### config.mk
export PLATFORM = sky130hd
export DESIGN_NAME = barrel_fetch
export DESIGN_NICKNAME = d
export VERILOG_FILES = /design/src/rtl/barrel_pkg.sv /design/src/rtl/barrel_fetch_arbiter.sv /design/src/rtl/barrel_fetch.sv
export SDC_FILE = /design/constraint.sdc
export NUM_CORES = 1
export LEC_CHECK = 0
export CAP_MARGIN = 30
export CELL_PAD_IN_SITES_DETAIL_PLACEMENT = 1
export CELL_PAD_IN_SITES_GLOBAL_PLACEMENT = 1
export CORE_UTILIZATION = 39
export CTS_CLUSTER_SIZE = 12
export DETAILED_ROUTE_END_ITERATION = 7
export HOLD_SLACK_MARGIN = 0.08
export PLACE_DENSITY_LB_ADDON = 0.1
export SLEW_MARGIN = 40
export SYNTH_ARGS = -nofsm -noshare
export SYNTH_HDL_FRONTEND = slang
export SYNTH_HIERARCHICAL = 1
export SYNTH_SLANG_ARGS = --single-unit
### constraint.sdc
create_clock -name clk -period 12.7 [get_ports clk]
set_input_delay 2.54 -clock clk [delete_from_list [all_inputs] [get_ports clk]]
set_output_delay 2.54 -clock clk [all_outputs]
set_load 0.01 [all_outputs]
### src/rtl/barrel_pkg.sv
// Shared definitions for the barrel core fetch stage: thread-id sizing and
// reset/stride defaults used by fetch, decode and execute.
package barrel_pkg;

  localparam int NUM_THREADS_DEFAULT = 8;
  localparam int RESET_PC_DEFAULT    = 0;
  localparam int PC_STRIDE_DEFAULT   = 4;

  // A single-thread core still carries a 1-bit thread id.
  function automatic int thread_bits(input int n);
    return (n > 1) ? $clog2(n) : 1;
  endfunction

  localparam int BITS_THREADS_DEFAULT = thread_bits(NUM_THREADS_DEFAULT);

  typedef logic [BITS_THREADS_DEFAULT-1:0] tid_t;

endpackage

### src/rtl/barrel_fetch_arbiter.sv
// Round-robin thread picker: first active thread strictly after rr_ptr,
// wrapping around; rr_ptr itself is the last candidate considered.
module rr_thread_arbiter
  import barrel_pkg::*;
#(
  parameter int NUM_THREADS  = NUM_THREADS_DEFAULT,
  parameter int BITS_THREADS = thread_bits(NUM_THREADS)
) (
  input  logic [NUM_THREADS-1:0]  active_mask,
  input  logic [BITS_THREADS-1:0] rr_ptr,
  output logic [BITS_THREADS-1:0] sel,
  output logic                    any_active
);

  logic [BITS_THREADS-1:0] cand;

  // Scan from the farthest candidate back to the nearest so the nearest wins.
  always_comb begin
    sel        = '0;
    any_active = 1'b0;
    cand       = '0;
    for (int i = NUM_THREADS; i >= 1; i--) begin
      cand = BITS_THREADS'((int'(rr_ptr) + i) % NUM_THREADS);
      if (active_mask[cand]) begin
        sel        = cand;
        any_active = 1'b1;
      end
    end
  end

endmodule

### src/rtl/barrel_fetch.sv
// Barrel-core fetch stage: per-thread PCs, round-robin issue to a one-cycle
// instruction memory, registered fetch packet with stall hold and squash.
module barrel_fetch
  import barrel_pkg::*;
#(
  parameter int DATA_WIDTH    = 32,
  parameter int ADDRESS_WIDTH = 32,
  parameter int NUM_THREADS   = NUM_THREADS_DEFAULT,
  parameter int BITS_THREADS  = thread_bits(NUM_THREADS),
  parameter logic [ADDRESS_WIDTH-1:0] RESET_PC  = ADDRESS_WIDTH'(RESET_PC_DEFAULT),
  parameter logic [ADDRESS_WIDTH-1:0] PC_STRIDE = ADDRESS_WIDTH'(PC_STRIDE_DEFAULT)
) (
  input  logic                     clk,
  input  logic                     rst,
  input  logic                     en,
  input  logic                     pc_src_e,
  input  logic [ADDRESS_WIDTH-1:0] pc_target_e,
  input  logic [BITS_THREADS-1:0]  tid_e,
  input  logic                     thr_start,
  input  logic [BITS_THREADS-1:0]  thr_start_tid,
  input  logic [ADDRESS_WIDTH-1:0] thr_start_pc,
  input  logic                     thr_halt,
  input  logic [BITS_THREADS-1:0]  thr_halt_tid,
  output logic                     imem_req,
  output logic [ADDRESS_WIDTH-1:0] imem_addr,
  input  logic [DATA_WIDTH-1:0]    imem_rdata,
  output logic                     valid_f,
  output logic [ADDRESS_WIDTH-1:0] pc_f,
  output logic [ADDRESS_WIDTH-1:0] pc_plus4_f,
  output logic [DATA_WIDTH-1:0]    instr_f,
  output logic [BITS_THREADS-1:0]  tid_f,
  output logic [NUM_THREADS-1:0]   active_mask
);

  logic [ADDRESS_WIDTH-1:0] pc_q [NUM_THREADS];
  logic [NUM_THREADS-1:0]   active_q;
  logic [BITS_THREADS-1:0]  rr_ptr_q;
  logic [BITS_THREADS-1:0]  sel;
  logic                     any_active;
  logic                     issue;
  logic                     valid_q;
  logic                     hold_valid_q;
  logic [DATA_WIDTH-1:0]    hold_q;
  logic [ADDRESS_WIDTH-1:0] pc_f_q;
  logic [BITS_THREADS-1:0]  tid_f_q;

  rr_thread_arbiter #(
    .NUM_THREADS  (NUM_THREADS),
    .BITS_THREADS (BITS_THREADS)
  ) u_arbiter (
    .active_mask (active_q),
    .rr_ptr      (rr_ptr_q),
    .sel         (sel),
    .any_active  (any_active)
  );

  assign issue     = en & any_active;
  assign imem_req  = issue;
  assign imem_addr = pc_q[sel];

  // Per-thread PC and active bit; start beats redirect beats sequential step.
  always_ff @(posedge clk or posedge rst) begin
    if (rst) begin
      for (int t = 0; t < NUM_THREADS; t++) begin
        pc_q[t] <= RESET_PC;
      end
      active_q <= '1;
    end else if (en) begin
      for (int t = 0; t < NUM_THREADS; t++) begin
        if (thr_start && thr_start_tid == BITS_THREADS'(t)) begin
          pc_q[t] <= thr_start_pc;
        end else if (pc_src_e && tid_e == BITS_THREADS'(t)) begin
          pc_q[t] <= pc_target_e;
        end else if (issue && sel == BITS_THREADS'(t)) begin
          pc_q[t] <= pc_q[t] + PC_STRIDE;
        end

        if (thr_start && thr_start_tid == BITS_THREADS'(t)) begin
          active_q[t] <= 1'b1;
        end else if (thr_halt && thr_halt_tid == BITS_THREADS'(t)) begin
          active_q[t] <= 1'b0;
        end
      end
    end
  end

  // F2 packet registers and the stall hold of the word returned by memory.
  always_ff @(posedge clk or posedge rst) begin
    if (rst) begin
      rr_ptr_q     <= BITS_THREADS'(NUM_THREADS - 1);
      valid_q      <= 1'b0;
      pc_f_q       <= '0;
      tid_f_q      <= '0;
      hold_valid_q <= 1'b0;
      hold_q       <= '0;
    end else if (en) begin
      hold_valid_q <= 1'b0;
      valid_q      <= issue & ~(pc_src_e && sel == tid_e);
      if (issue) begin
        rr_ptr_q <= sel;
        pc_f_q   <= pc_q[sel];
        tid_f_q  <= sel;
      end
    end else if (!hold_valid_q && valid_q) begin
      hold_q       <= imem_rdata;
      hold_valid_q <= 1'b1;
    end
  end

  assign valid_f     = valid_q & ~(pc_src_e && tid_f_q == tid_e);
  assign pc_f        = pc_f_q;
  assign pc_plus4_f  = pc_f_q + PC_STRIDE;
  assign instr_f     = hold_valid_q ? hold_q : imem_rdata;
  assign tid_f       = tid_f_q;
  assign active_mask = active_q;

endmodule

==> metrics.yaml, run 1 <==
sta:
  tns_ns: 0
  relSlewSlack_pct: 35.8
  tightestPinTransition_ns: 0.961
  finalCritPeriodShare_pct: 68.4
  grt_setup_unrepaired: "no"
  fin_skew_ns: 0.0248
  setup_viol: 0
  setup_slack_ns: 4.01
  finalHoldViolations: 0
  hold_slack_ns: 0.502
  fmax_mhz: 115
  finalMaxSlewViolations: 0
  period_minus_slack_ns: 8.69
floorplanning:
  fp-row-count: 91
  die-area_mm2: 0.0638
  core_area_mm2: 0.0618
  die_w_um: 253
  initial_core_util_pct: 39.6
  num_io_pins: 252
  die_h_um: 253
pwr:
  p_switching_mw: 5.10
  pwr-share-clk_pct: 12.1
  p_per_area_mw_per_mm2: 355
  p_int_mw: 5.24
  switching_share_pct: 49.4
  power_frac_comb_pct: 64.0
  max-vdd-ir-drop_mv: 0.232
  power.leakage_nw: 11.3
  power.total_mw: 10.3
  seqPwrFrac_pct: 24.0
clocking:
  cts-hold-fix-buffers: 0
  cts_buffers: 43
  cts_setup_buffers: 0
  cts.htree.levels: 2
  clock-root-buffer: "clkbuf_16"
  cts_tree: "done"
  cts.path.max_buffers: 3
  insertion_delay_ns: 0.61
  clock_sinks: 336
  path_clk_slew_ns: 0.06
  cts.repair.resized: 0
drt:
  via_count: 26400
  avgViaCountPerCell: 6.80
  wl_per_cell_um: 32.7
  drc: 0
  wirelength_um: 127000
  drtAntennaViolNets: 0
  drtIter0Drc: 2926
  firstDrtPassIters: 7
critical_path:
  path_class: "flop to primary output"
  required_ns: 10.16
  critPathMaxFanout: 46
  worst_setup_path_start_kind: "flop"
  cp_slowest_stage_delay_ns: 0.73
  cp_top_family: "multiplexers"
  cp-end-kind: "primary output"
  critPathSlowestCell: "dfstp_2"
  crit_buf_inv: 3
  cp.arrival_ns: 6.15
  worstPathCellList: "inv_1 -> ha_1 -> mux4_2 -> nor4_1 -> a31oi_1 -> o21ai_1 -> mux2_4 -> buf_6 -> mux4_1 -> mux2_2 -> clkdlybuf4s50_1"
place:
  placement.cell_area_mm2: 0.0277
  pre_cts_ws_ns: 4.43
  place_congestion: 0.980
  dp.cells: 3795
  io_buffers: 251
  place_hpwl_um: 92100
global_route:
  grt_util_all_layers_pct: 39.6
  grt_max_degree: 100
  grt_overflow: 0
  grt_pass1_wl_um: 185000
  antenna_found_initial: 5
  grt_pass1_vias: 26200
logic_synthesis:
  muxShareOfSynthArea_pct: 11.9
  synth.distinct_cells: 81
  synth-edff-count: 0
  synth-simple-area-share_pct: 21.1
  yosysWarningCount: 6
  synthArstFlopShare_pct: 100
  synthXorXnorAreaFrac_pct: 7.01
  synth_area_per_cell_um2: 8.49
  synth_compound_area_share_pct: 20.5
  synth_top_family_by_area: "simple AND/OR/NAND/NOR gates"
  synthCells: 2882
  yosys.area_share.adder_pct: 0.562
  synth_ff_type: "dfrtp_1"
  synth.cell_area_mm2: 0.0245
  synth_area_leaders: "dfrtp_1, mux4_2, o21ai_0, nand2_1, a21oi_1"
  ys_seq_area_share_pct: 34.4
  ys_seq_elements: 336
  synth_top_area_share_pct: 33.2
  syn_nets: 3004
  yosys.area.top_type: "dfrtp_1"
finish:
  multi_input_area_mm2: 0.0151
  design_area_mm2: 0.0292
  final_util_pct: 47.2
  regArea_mm2: 0.00842
  final_cells: 3879
  syn2layout_area_growth_pct: 19.1
  final_layout_size_suffix_gt1_share_pct: 11.7
  fin_nets: 3126
  fill_cells: 7164
min_path:
  hold_path.class: "flop to flop"
run_status:
  status: "finished, final reports clean"
run:
  max_cap_violations: 0
Yosys cell counts (21+ instances only):
library cell,instances
nand2_1,342
dfrtp_1,325
o21ai_0,289
a21oi_1,216
nor2_1,209
clkbuf_1,194
and3_1,120
nand3_1,109
xnor2_1,100
mux2_2,96
xor2_1,94
a221oi_1,82
mux4_2,71
nor3_1,63
nand4_1,58
inv_1,43
a211oi_1,40
o22ai_1,39
buf_1,27
nor4_1,27
and4_1,25
a31oi_1,21
layout make-up:
class	instances	area share (%)
multi-input cells	2266	51.9
clock buffers	67	4.41
inverters	44	0.609
diodes	4	0.0343
clock inverters	12	0.330
well taps	837	3.59
flip-flops and latches	336	28.9
repair buffers	313	10.2
kinds of logic (layout without fill, tap and decap cells):
kind of cell / Yosys count / count (layout)
XOR/XNOR: 195 / 195
buffers and inverters: 280 / 436
AO/OA/AOI/OAI: 822 / 822
adder cells (fa/ha/maj): 11 / 11
flip-flops: 336 / 336
AND/OR/NAND/NOR: 1052 / 1052
multiplexers: 186 / 186
other: 0 / 4
power groups by stage:
stage / clock [mW] / combinational, mW / sequential, mW
floorplan: 0 / 3.91 / 2.00
global placement: 0 / 6.24 / 2.41
detailed placement: 0 / 6.43 / 2.43
CTS: 1.26 / 6.47 / 2.42
global route: 1.30 / 6.99 / 2.50
finish: 1.25 / 6.61 / 2.48
sequential cells by signal, summed over array words and instances, names as in the netlist:
signal / cells
pc_q: 256
valid_q: 1
hold_q: 32
pc_f: 32
tid_f: 3
active_mask: 8
hold_valid_q: 1
rr_ptr_q: 3
path summary, 6_finish.rpt:
kind / endpoint / slack [ns] / cells after the start / startpoint
worst max-delay path: imem_addr[12] / 4.01 / 11 / rr_ptr_q[0]
worst min-delay path: hold_q[13] / 0.50 / 1 / hold_q[13]
worst max register to register: pc_q[246] / 6.24 / 16 / rr_ptr_q[0]
worst min register to register: hold_q[13] / 0.50 / 1 / hold_q[13]
max in group asynchronous: pc_q[44] / 8.44 / 4 / rst
min in group asynchronous: tid_f[0] / 2.43 / 2 / rst
cells in the final DEF, fill, tap and decap left out, types with 21 or more instances in the layout:
| master | instances |
|---|---|
| a211oi_1 | 40 |
| a21oi_1 | 216 |
| a221oi_1 | 82 |
| a31oi_1 | 21 |
| and3_1 | 120 |
| and4_1 | 25 |
| buf_4 | 58 |
| clkbuf_16 | 43 |
| clkdlybuf4s50_1 | 248 |
| dfrtp_1 | 325 |
| inv_1 | 42 |
| mux2_2 | 96 |
| mux4_2 | 71 |
| nand2_1 | 341 |
| nand3_1 | 109 |
| nand4_1 | 58 |
| nor2_1 | 203 |
| nor3_1 | 59 |
| nor4_1 | 24 |
| o21ai_0 | 287 |
| o22ai_1 | 39 |
| xnor2_1 | 100 |
| xor2_1 | 94 |
metal layers:
layer  wire [um]  track usage (%)  vias to the layer above  share of wire, %
li1            -                -                    11000                 -
met1       49500             50.7                    13300                39
met2       54700             59.7                     1587                43
met3       13300             10.1                      477                10
met4        9520             24.6                        4               7.5
met5          18                0                        -             0.014
Note: power is estimated with default switching activity, not from simulation.
==> run 2: changes to the inputs <==
==> constraint.sdc (replaced) <==
create_clock -name clk -period 8.6 [get_ports clk]
set_input_delay 1.72 -clock clk [delete_from_list [all_inputs] [get_ports clk]]
set_output_delay 1.72 -clock clk [all_outputs]
set_load 0.01 [all_outputs]
==> metrics.yaml, run 2 (synthesis gave the netlist of run 1 again) <==
critical_path:
  cp_top_family: "multiplexers"
  cp.arrival_ns: 5.92  # -0.23 ns
  worst_setup_path_start_kind: "flop"
  required_ns: 6.88  # -3.28 ns
  cp_slowest_stage_delay_ns: 0.72  # about the same
  r2r_cells: 13  # -3
  critPathSlowestCell: "dfstp_2"
  crit_cells: 12  # +1
  cp-end-kind: "primary output"
  crit_buf_inv: 3  # unchanged
  critPathMaxFanout: 25  # -46%
  path_class: "flop to primary output"
  worstPathCellList: "inv_1 -> ha_1 -> mux4_2 -> mux2i_1 -> mux2i_1 -> nand4b_1 -> o211a_1 -> a211oi_4 -> buf_4 -> mux4_2 -> o21ai_1 -> clkdlybuf4s50_1"
sta:
  grt_setup_unrepaired: "no"
  finalCritPeriodShare_pct: 88.8
  finalHoldViolations: 0  # unchanged
  fmax_mhz: 131
  setup_viol: 0  # unchanged
  fin_skew_ns: 0.0111  # -0.0137 ns
  finalMaxSlewViolations: 0  # unchanged
  tightestPinTransition_ns: 0.967  # +0.00640 ns
  period_minus_slack_ns: 7.64
  tns_ns: 0  # unchanged
  relSlewSlack_pct: 35.3  # -0.43 points
place:
  io_buffers: 251  # unchanged
  placement.cell_area_mm2: 0.0278  # +0.25%
  place_hpwl_um: 92100  # about the same
  place_congestion: 0.959  # -2.2%
pwr:
  max-vdd-ir-drop_mv: 0.433  # +87%
  p_per_area_mw_per_mm2: 524  # +48%
  power.leakage_nw: 11.4  # +0.58%
finish:
  fill_cells: 7113  # -0.71%
  final_layout_size_suffix_gt1_share_pct: 12.0  # +0.31 points
  syn2layout_area_growth_pct: 19.7
  multi_input_area_mm2: 0.0151  # about the same
  most-common-layout-cells: "nand2_1, dfrtp_1, o21ai_0"
  largest_register: "pc_q"
  final_common_cell: "nand2_1"
  fin_nets: 3133  # +0.22%
  largest_reg_flops: 256  # unchanged
  design_area_mm2: 0.0293  # +0.51%
  regArea_mm2: 0.00842  # unchanged
clocking:
  path_clk_slew_ns: 0.06  # about the same
  clock-root-buffer: "clkbuf_16"
  insertion_delay_ns: 0.59  # -0.02 ns
  cts_buffers: 44  # +2.3%
  cts.htree.levels: 2  # unchanged
  cts_tree: "done"
  cts_setup_buffers: 0  # unchanged
  cts-hold-fix-buffers: 0  # unchanged
  clock_sinks: 336  # unchanged
  cts.repair.resized: 0  # unchanged
  cts.path.max_buffers: 3  # unchanged
drt:
  firstDrtPassIters: 7  # unchanged
  via_count: 26400  # +0.28%
  wl_per_cell_um: 32.4  # -1.1%
  drc: 0  # unchanged
  avgViaCountPerCell: 6.81  # +0.15%
  drtIter0Drc: 2576  # -12%
  drtAntennaViolNets: 0  # unchanged
  wirelength_um: 126000  # -0.94%
global_route:
  antenna_found_initial: 7  # +2
  grt_pass1_wl_um: 185000  # -0.39%
  grt_pass1_vias: 26200  # +0.031%
  grt_max_degree: 78  # -22%
  grt_overflow: 0  # unchanged
  grt_util_all_layers_pct: 39.3  # -0.30 points
floorplanning:
  core_area_mm2: 0.0618  # unchanged
  initial_core_util_pct: 39.6  # unchanged
  num_io_pins: 252  # unchanged
  die_w_um: 253  # unchanged
  die-area_mm2: 0.0638  # unchanged
  fp-row-count: 91  # unchanged
  die_h_um: 253  # unchanged
run:
  max_cap_violations: 0  # unchanged
min_path:
  hold_depth: 1  # unchanged
  hold_path.class: "flop to flop"
run_status:
  status: "finished, final reports clean"
==> run 2: power by group <==
part	leakage [nW]	switching, mW	internal, mW
Combinational	6.57	5.34	4.39
Sequential	4.08	1.35	2.30
Clock	0.751	0.795	1.20
Total	11.4	7.48	7.89
==> run 2: final cells by class <==
cell class	instances	area share, %
flip-flops and latches	336	28.7
multi-input cells	2266	51.6
inverters	44	0.576
clock buffers	67	4.75
diodes	5	0.0427
clock inverters	10	0.448
well taps	837	3.57
repair buffers	319	10.3
==> run 2: layer usage <==
layer  wire [um]  GRT usage, %
met1       48900          49.9
met2       55600          60.1
met3       11700          8.56
met4        9610          26.1
met5          28             0
==> run 2: worst reg2reg max path, delay by kind of cell, from the launching register on <==
kind                     cells  cell delay, ns
AO/OA/AOI/OAI                3            0.92
adder cells (fa/ha/maj)      1            0.61
buffers and inverters        2            0.85
flip-flops                   1            0.72
multiplexers                 3            1.10
AND/OR/NAND/NOR              4            1.63
==> run 2: per-stage QoR <==
step                      total power [mW]  util (%)  hold WS [ns]  instances  worst slack (ns)
after global routing                  16.0      47.4         0.521       3880             0.685
after floorplan                       8.72         -         0.449       2882              2.40
after detailed placement              13.1      44.9         0.488       3802              1.63
after global placement                12.8      44.8         0.483       3799              1.19
final                                 15.4      47.4         0.508       3884             0.963
after CTS                             15.2      47.4         0.507       3879             0.992
==> run 2: final timing paths <==
path | slack, ns | end | startpoint
min | 0.51 | hold_q[14] | hold_q[14]
min in group asynchronous | 1.56 | pc_q[82] | rst
max reg2reg | 2.65 | pc_q[171] | rr_ptr_q[0]
max in group asynchronous | 5.46 | pc_q[178] | rst
min reg2reg | 0.51 | hold_q[14] | hold_q[14]
max | 0.96 | imem_addr[2] | rr_ptr_q[0]
==> variant 1, RTL diff (flow settings as in run 2) <==
Register the input `pc_target_e` before use, with the module's reset. The logic sees it one clock later. The other inputs are not delayed to match.
--- a/src/rtl/barrel_fetch.sv
+++ b/src/rtl/barrel_fetch.sv
@@ -32,4 +32,14 @@
   output logic [NUM_THREADS-1:0]   active_mask
 );
+
+  logic [ADDRESS_WIDTH-1:0] pc_target_e_q;
+
+  always_ff @(posedge clk or posedge rst) begin
+    if (rst) begin
+      pc_target_e_q <= '0;
+    end else begin
+      pc_target_e_q <= pc_target_e;
+    end
+  end
 
   logic [ADDRESS_WIDTH-1:0] pc_q [NUM_THREADS];
@@ -71,5 +81,5 @@
           pc_q[t] <= thr_start_pc;
         end else if (pc_src_e && tid_e == BITS_THREADS'(t)) begin
-          pc_q[t] <= pc_target_e;
+          pc_q[t] <= pc_target_e_q;
         end else if (issue && sel == BITS_THREADS'(t)) begin
           pc_q[t] <= pc_q[t] + PC_STRIDE;
Check against the original RTL: not settled (the Yosys comparison gave no result); the edit may change what the design does.
==> variant 1 against run 2 <==
Critical path depth shrank 1. Sequential cell count increased by 32. Synthesized area rose by 5.4%. Design area grew 5.1%. Power grew 1.8%. Fmax up 1.2%. Wire length rose by 7.6%. Die area rose by 5.4%. Non-clock buffer count fell by 1. First-iteration DRC count up 32%. Clock skew is 0.012 ns higher. Worst setup slack better by 0.087 ns. Critical path type unchanged. Largest power group unchanged.
==> variant 1: results (changes against run 2) <==
{
  "status": {"value": "finished clean"},
  "nets": {"value": 3172, "change": "+1.2%"},
  "layout-drive-gt1-share": {"value": 13.08, "unit": "%", "change": "+1.1 points"},
  "gp_congestion": {"value": 1.033, "change": "+7.7%"},
  "cp.arrival": {"value": 5.83, "unit": "ns", "change": "-0.09 ns"},
  "power.ir.vdd_worst": {"value": 0.5585, "unit": "mV", "change": "+29%"},
  "post-dp-hpwl": {"value": 97.59, "unit": "mm", "change": "+5.9%"},
  "slowest_delay": {"value": 0.73, "unit": "ns"},
  "power.sequential.fraction": {"value": 25.1, "unit": "%", "change": "+1.4 points"},
  "avgSynthCellArea": {"value": 8.751, "unit": "sq um", "change": "+3.0%"},
  "groute.layer.met2.usage": {"value": 58.73, "unit": "%", "change": "-1.3 points"},
  "m1WireLength": {"value": 53.25, "unit": "mm", "change": "+8.9%"},
  "synth_area_leaders": {"value": "sky130_fd_sc_hd__dfrtp_1 35%, sky130_fd_sc_hd__mux4_2 6.3%, sky130_fd_sc_hd__o21ai_0 5.4%"},
  "grt_max_degree": {"value": 101, "change": "+29%"},
  "count_of_placed_standard_cells_including_taps": {"value": 3856, "change": "+1.4%"},
  "post_drt_via_cell_ratio": {"value": 6.948, "change": "+2.1%"},
  "detailedRoute.firstPassIterationCount": {"value": 6, "change": "-1"},
  "power_frac_clock": {"value": 14.0, "unit": "%", "change": "+1.0 points"},
  "clk_root_buffer_cell": {"value": "sky130_fd_sc_hd__clkbuf_16"},
  "yosys.cell_types.count": {"value": 86, "change": "+6.2%"},
  "grtUsageMet3": {"value": 10.16, "unit": "%", "change": "+1.6 points"},
  "grt_antenna_before_repair": {"value": 15, "change": "+8"},
  "crit_fanout": {"value": 49, "change": "+96%"},
  "postSynthNetCount": {"value": 3072, "change": "+2.3%"},
  "finalHoldWorstSlack": {"value": 0.4979, "unit": "ns", "change": "-0.01018 ns"},
  "grt_pass1_wl": {"value": 195.9, "unit": "mm", "change": "+6.1%"},
  "postRouteWirelength": {"value": 135.4, "unit": "mm", "change": "+7.6%"},
  "routed-wl-met3": {"value": 15.40, "unit": "mm", "change": "+32%"},
  "finish.cell_count_without_fillers": {"value": 3955, "change": "+1.8%"},
  "power_switching_share": {"value": 48.06, "unit": "%", "change": "-0.61 points"},
  "dp_worst_setup_slack": {"value": 1.426, "unit": "ns", "change": "-0.1995 ns"},
  "leakage_power_of_the_design": {"value": 12.11, "unit": "nW", "change": "+6.2%"},
  "drtIter0Drc": {"value": 3396, "change": "+32%"},
  "grt_util_met1": {"value": 52.99, "unit": "%", "change": "+3.1 points"},
  "holdCritStartpoint": {"value": "valid_q"},
  "p_total": {"value": 15.65, "unit": "mW", "change": "+1.8%"},
  "yosysSeqAreaShare": {"value": 35.73, "unit": "%", "change": "+1.3 points"},
  "clock-skew-final": {"value": 0.02323, "unit": "ns", "change": "+0.01211 ns"}
}
## variant 1: cell types whose count changed in the layout (fill, tap and decap cells not counted), sizes merged, moves of 14 or more
cell and change:
o22ai -18, nor2 +66, a21oi -19, nand4 +15
o21ai -14, dfrtp +32, nand2 -75
## variant 1: cells by family (layout without fill, tap and decap cells)
group / Yosys count / after routing / synth area share [%]
flops: 368 / 368 / 35.73
mux: 184 / 184 / 11.24
xor+xnor: 194 / 194 / 6.611
simple gates: 1061 / 1061 / 20.91
buf+inv: 311 / 449 / 4.876
compound gates: 821 / 821 / 20.10
fa+ha+maj: 11 / 11 / 0.5331
other cells: 0 / 12 / 0
## variant 1: area by class of cell
type,instances,area [sq um]
fill,7437,34130
timing repair buffer,318,3067
antenna,12,30.03
multi-input combinational,2271,15570
inverter,44,168.9
sequential,368,9223
tap,855,1070
clock inverter,22,266.5
clock buffer,65,1406
## variant 1: stage by stage
stage	area, sq um	util (%)
2_1_floorplan	25820	-
3_3_place_gp	28950	44.59
3_5_place_dp	29070	44.78
4_1_cts	30750	47.35
5_1_grt	30770	47.39
6_report	30800	47.43
## variant 1: worst max-delay path: cells and delay by family, from the launching register on
kind / cells / cell delay, ns
compound gates: 2 / 0.33
fa+ha+maj: 1 / 0.61
buf+inv: 3 / 1.17
flops: 1 / 0.73
mux: 5 / 2.34
## variant 1: path summary, 6_finish.rpt
kind,endpoint,slack (ns),cells past startpoint
min in group asynchronous,pc_target_e_q[0],1.62,3
min reg2reg,hold_valid_q,0.50,2
max in group asynchronous,pc_target_e_q[6],5.53,6
max reg2reg,pc_q[191],2.85,15
max,imem_addr[24],1.05,11
min,hold_valid_q,0.50,2
==> variant 2, RTL diff (config.mk and constraints of run 2) <==
Without the edit above. The parameter `DATA_WIDTH` goes from 32 to 16.
--- a/src/rtl/barrel_fetch.sv
+++ b/src/rtl/barrel_fetch.sv
@@ -4,5 +4,5 @@
   import barrel_pkg::*;
 #(
-  parameter int DATA_WIDTH    = 32,
+  parameter int DATA_WIDTH    = 16,
   parameter int ADDRESS_WIDTH = 32,
   parameter int NUM_THREADS   = NUM_THREADS_DEFAULT,
Ports: changed (resized imem_rdata and instr_f); port bits go from 252 to 220. No check against the original RTL was run, so the function may have changed too.
==> variant 2 against run 2 <==
First-iteration DRC count increased by 13%. Sequential cell count decreased by 16. Worst setup slack improved by 0.14 ns. Wire length fell by 0.67%. Register-to-register slack improved by 0.11 ns. Combinational power is 2% lower. Design area is 2.0% lower. Power is 2.0% lower. Via count increased by 0.40%. Worst hold slack got worse by 0.0058 ns. Synthesized area about the same. Highest routed layer unchanged.
==> variant 2: results (changes against run 2) <==
{
  "grtUsageTotal": {"value": 38.97, "unit": "%", "change": "-0.32 points"},
  "yosys.cell_types.count": {"value": 88, "change": "+8.6%"},
  "synth_mux_area_share": {"value": 10.51, "unit": "%", "change": "-1.4 points"},
  "via_count": {"value": 26540, "change": "+0.40%"},
  "grt_pass1_wl": {"value": 183.3, "unit": "mm", "change": "-0.72%"},
  "status": {"value": "finished clean"},
  "nets": {"value": 3092, "change": "-1.3%"},
  "layout-drive-gt1-share": {"value": 11.04, "unit": "%", "change": "-0.93 points"},
  "cp.arrival": {"value": 5.77, "unit": "ns", "change": "-0.15 ns"},
  "grt_antenna_before_repair": {"value": 3, "change": "-4"},
  "non_clock_buffer_area_share": {"value": 9.369, "unit": "%", "change": "-0.90 points"},
  "postRouteWirelength": {"value": 125.0, "unit": "mm", "change": "-0.67%"},
  "finalHoldWorstSlack": {"value": 0.5023, "unit": "ns", "change": "-0.005795 ns"},
  "layout.non_clock_inverters": {"value": 49, "change": "+11%"},
  "netlist_top_cells_count": {"value": "309 x sky130_fd_sc_hd__dfrtp_1, 309 x sky130_fd_sc_hd__nand2_1, 265 x sky130_fd_sc_hd__nor2_1, 237 x sky130_fd_sc_hd__o21ai_0, 211 x sky130_fd_sc_hd__a21oi_1"},
  "avgSynthCellArea": {"value": 8.372, "unit": "sq um", "change": "-1.4%"},
  "p_clk": {"value": 1.87, "unit": "mW", "change": "-7%"},
  "worst-r2r-cell-count": {"value": 12, "change": "-1"},
  "n_antenna_cell": {"value": 2, "change": "-3"},
  "postLayoutCoreUtil": {"value": 46.48, "unit": "%", "change": "-0.93 points"},
  "gp_congestion": {"value": 0.9969, "change": "+4.0%"},
  "nonClockBufferCount": {"value": 279, "change": "-13%"},
  "dp_worst_setup_slack": {"value": 1.726, "unit": "ns", "change": "+0.09975 ns"},
  "area_of_the_multi_input_gates": {"value": 15370, "unit": "sq um", "change": "+1.6%"},
  "clock-skew-final": {"value": 0.01302, "unit": "ns", "change": "+0.001903 ns"}
}
[variant 2: cell count changes in the layout (fill, tap and decap cells not counted), sizes merged, moves of 16 or more]
cell / run 2 / this run
and3: 120 / 99
mux2: 97 / 66
dfrtp: 325 / 309
a31oi: 21 / 37
a221oi: 82 / 56
nor2: 210 / 265
o21ai: 299 / 246
o211ai: 7 / 23
nand4: 58 / 96
clkdlybuf4s50: 245 / 213
nand2: 343 / 309
[variant 2: metal layers]
| metal | wire [um] | vias to the layer above |
|---|---|---|
| met2 | 55720 | 1544 |
| met1 | 48030 | 13480 |
| met5 | 10 | - |
| li1 | - | 11090 |
| met4 | 10220 | 2 |
| met3 | 10970 | 429 |
[variant 2: kinds of logic (layout without fill, tap and decap cells)]
family / Yosys count / in the layout
adder cells (fa/ha/maj): 11 / 11
multiplexers: 155 / 155
AND/OR/NAND/NOR: 1114 / 1114
buffers and inverters: 309 / 403
other: 0 / 2
XOR/XNOR: 184 / 184
AO/OA/AOI/OAI: 830 / 830
flip-flops: 320 / 320
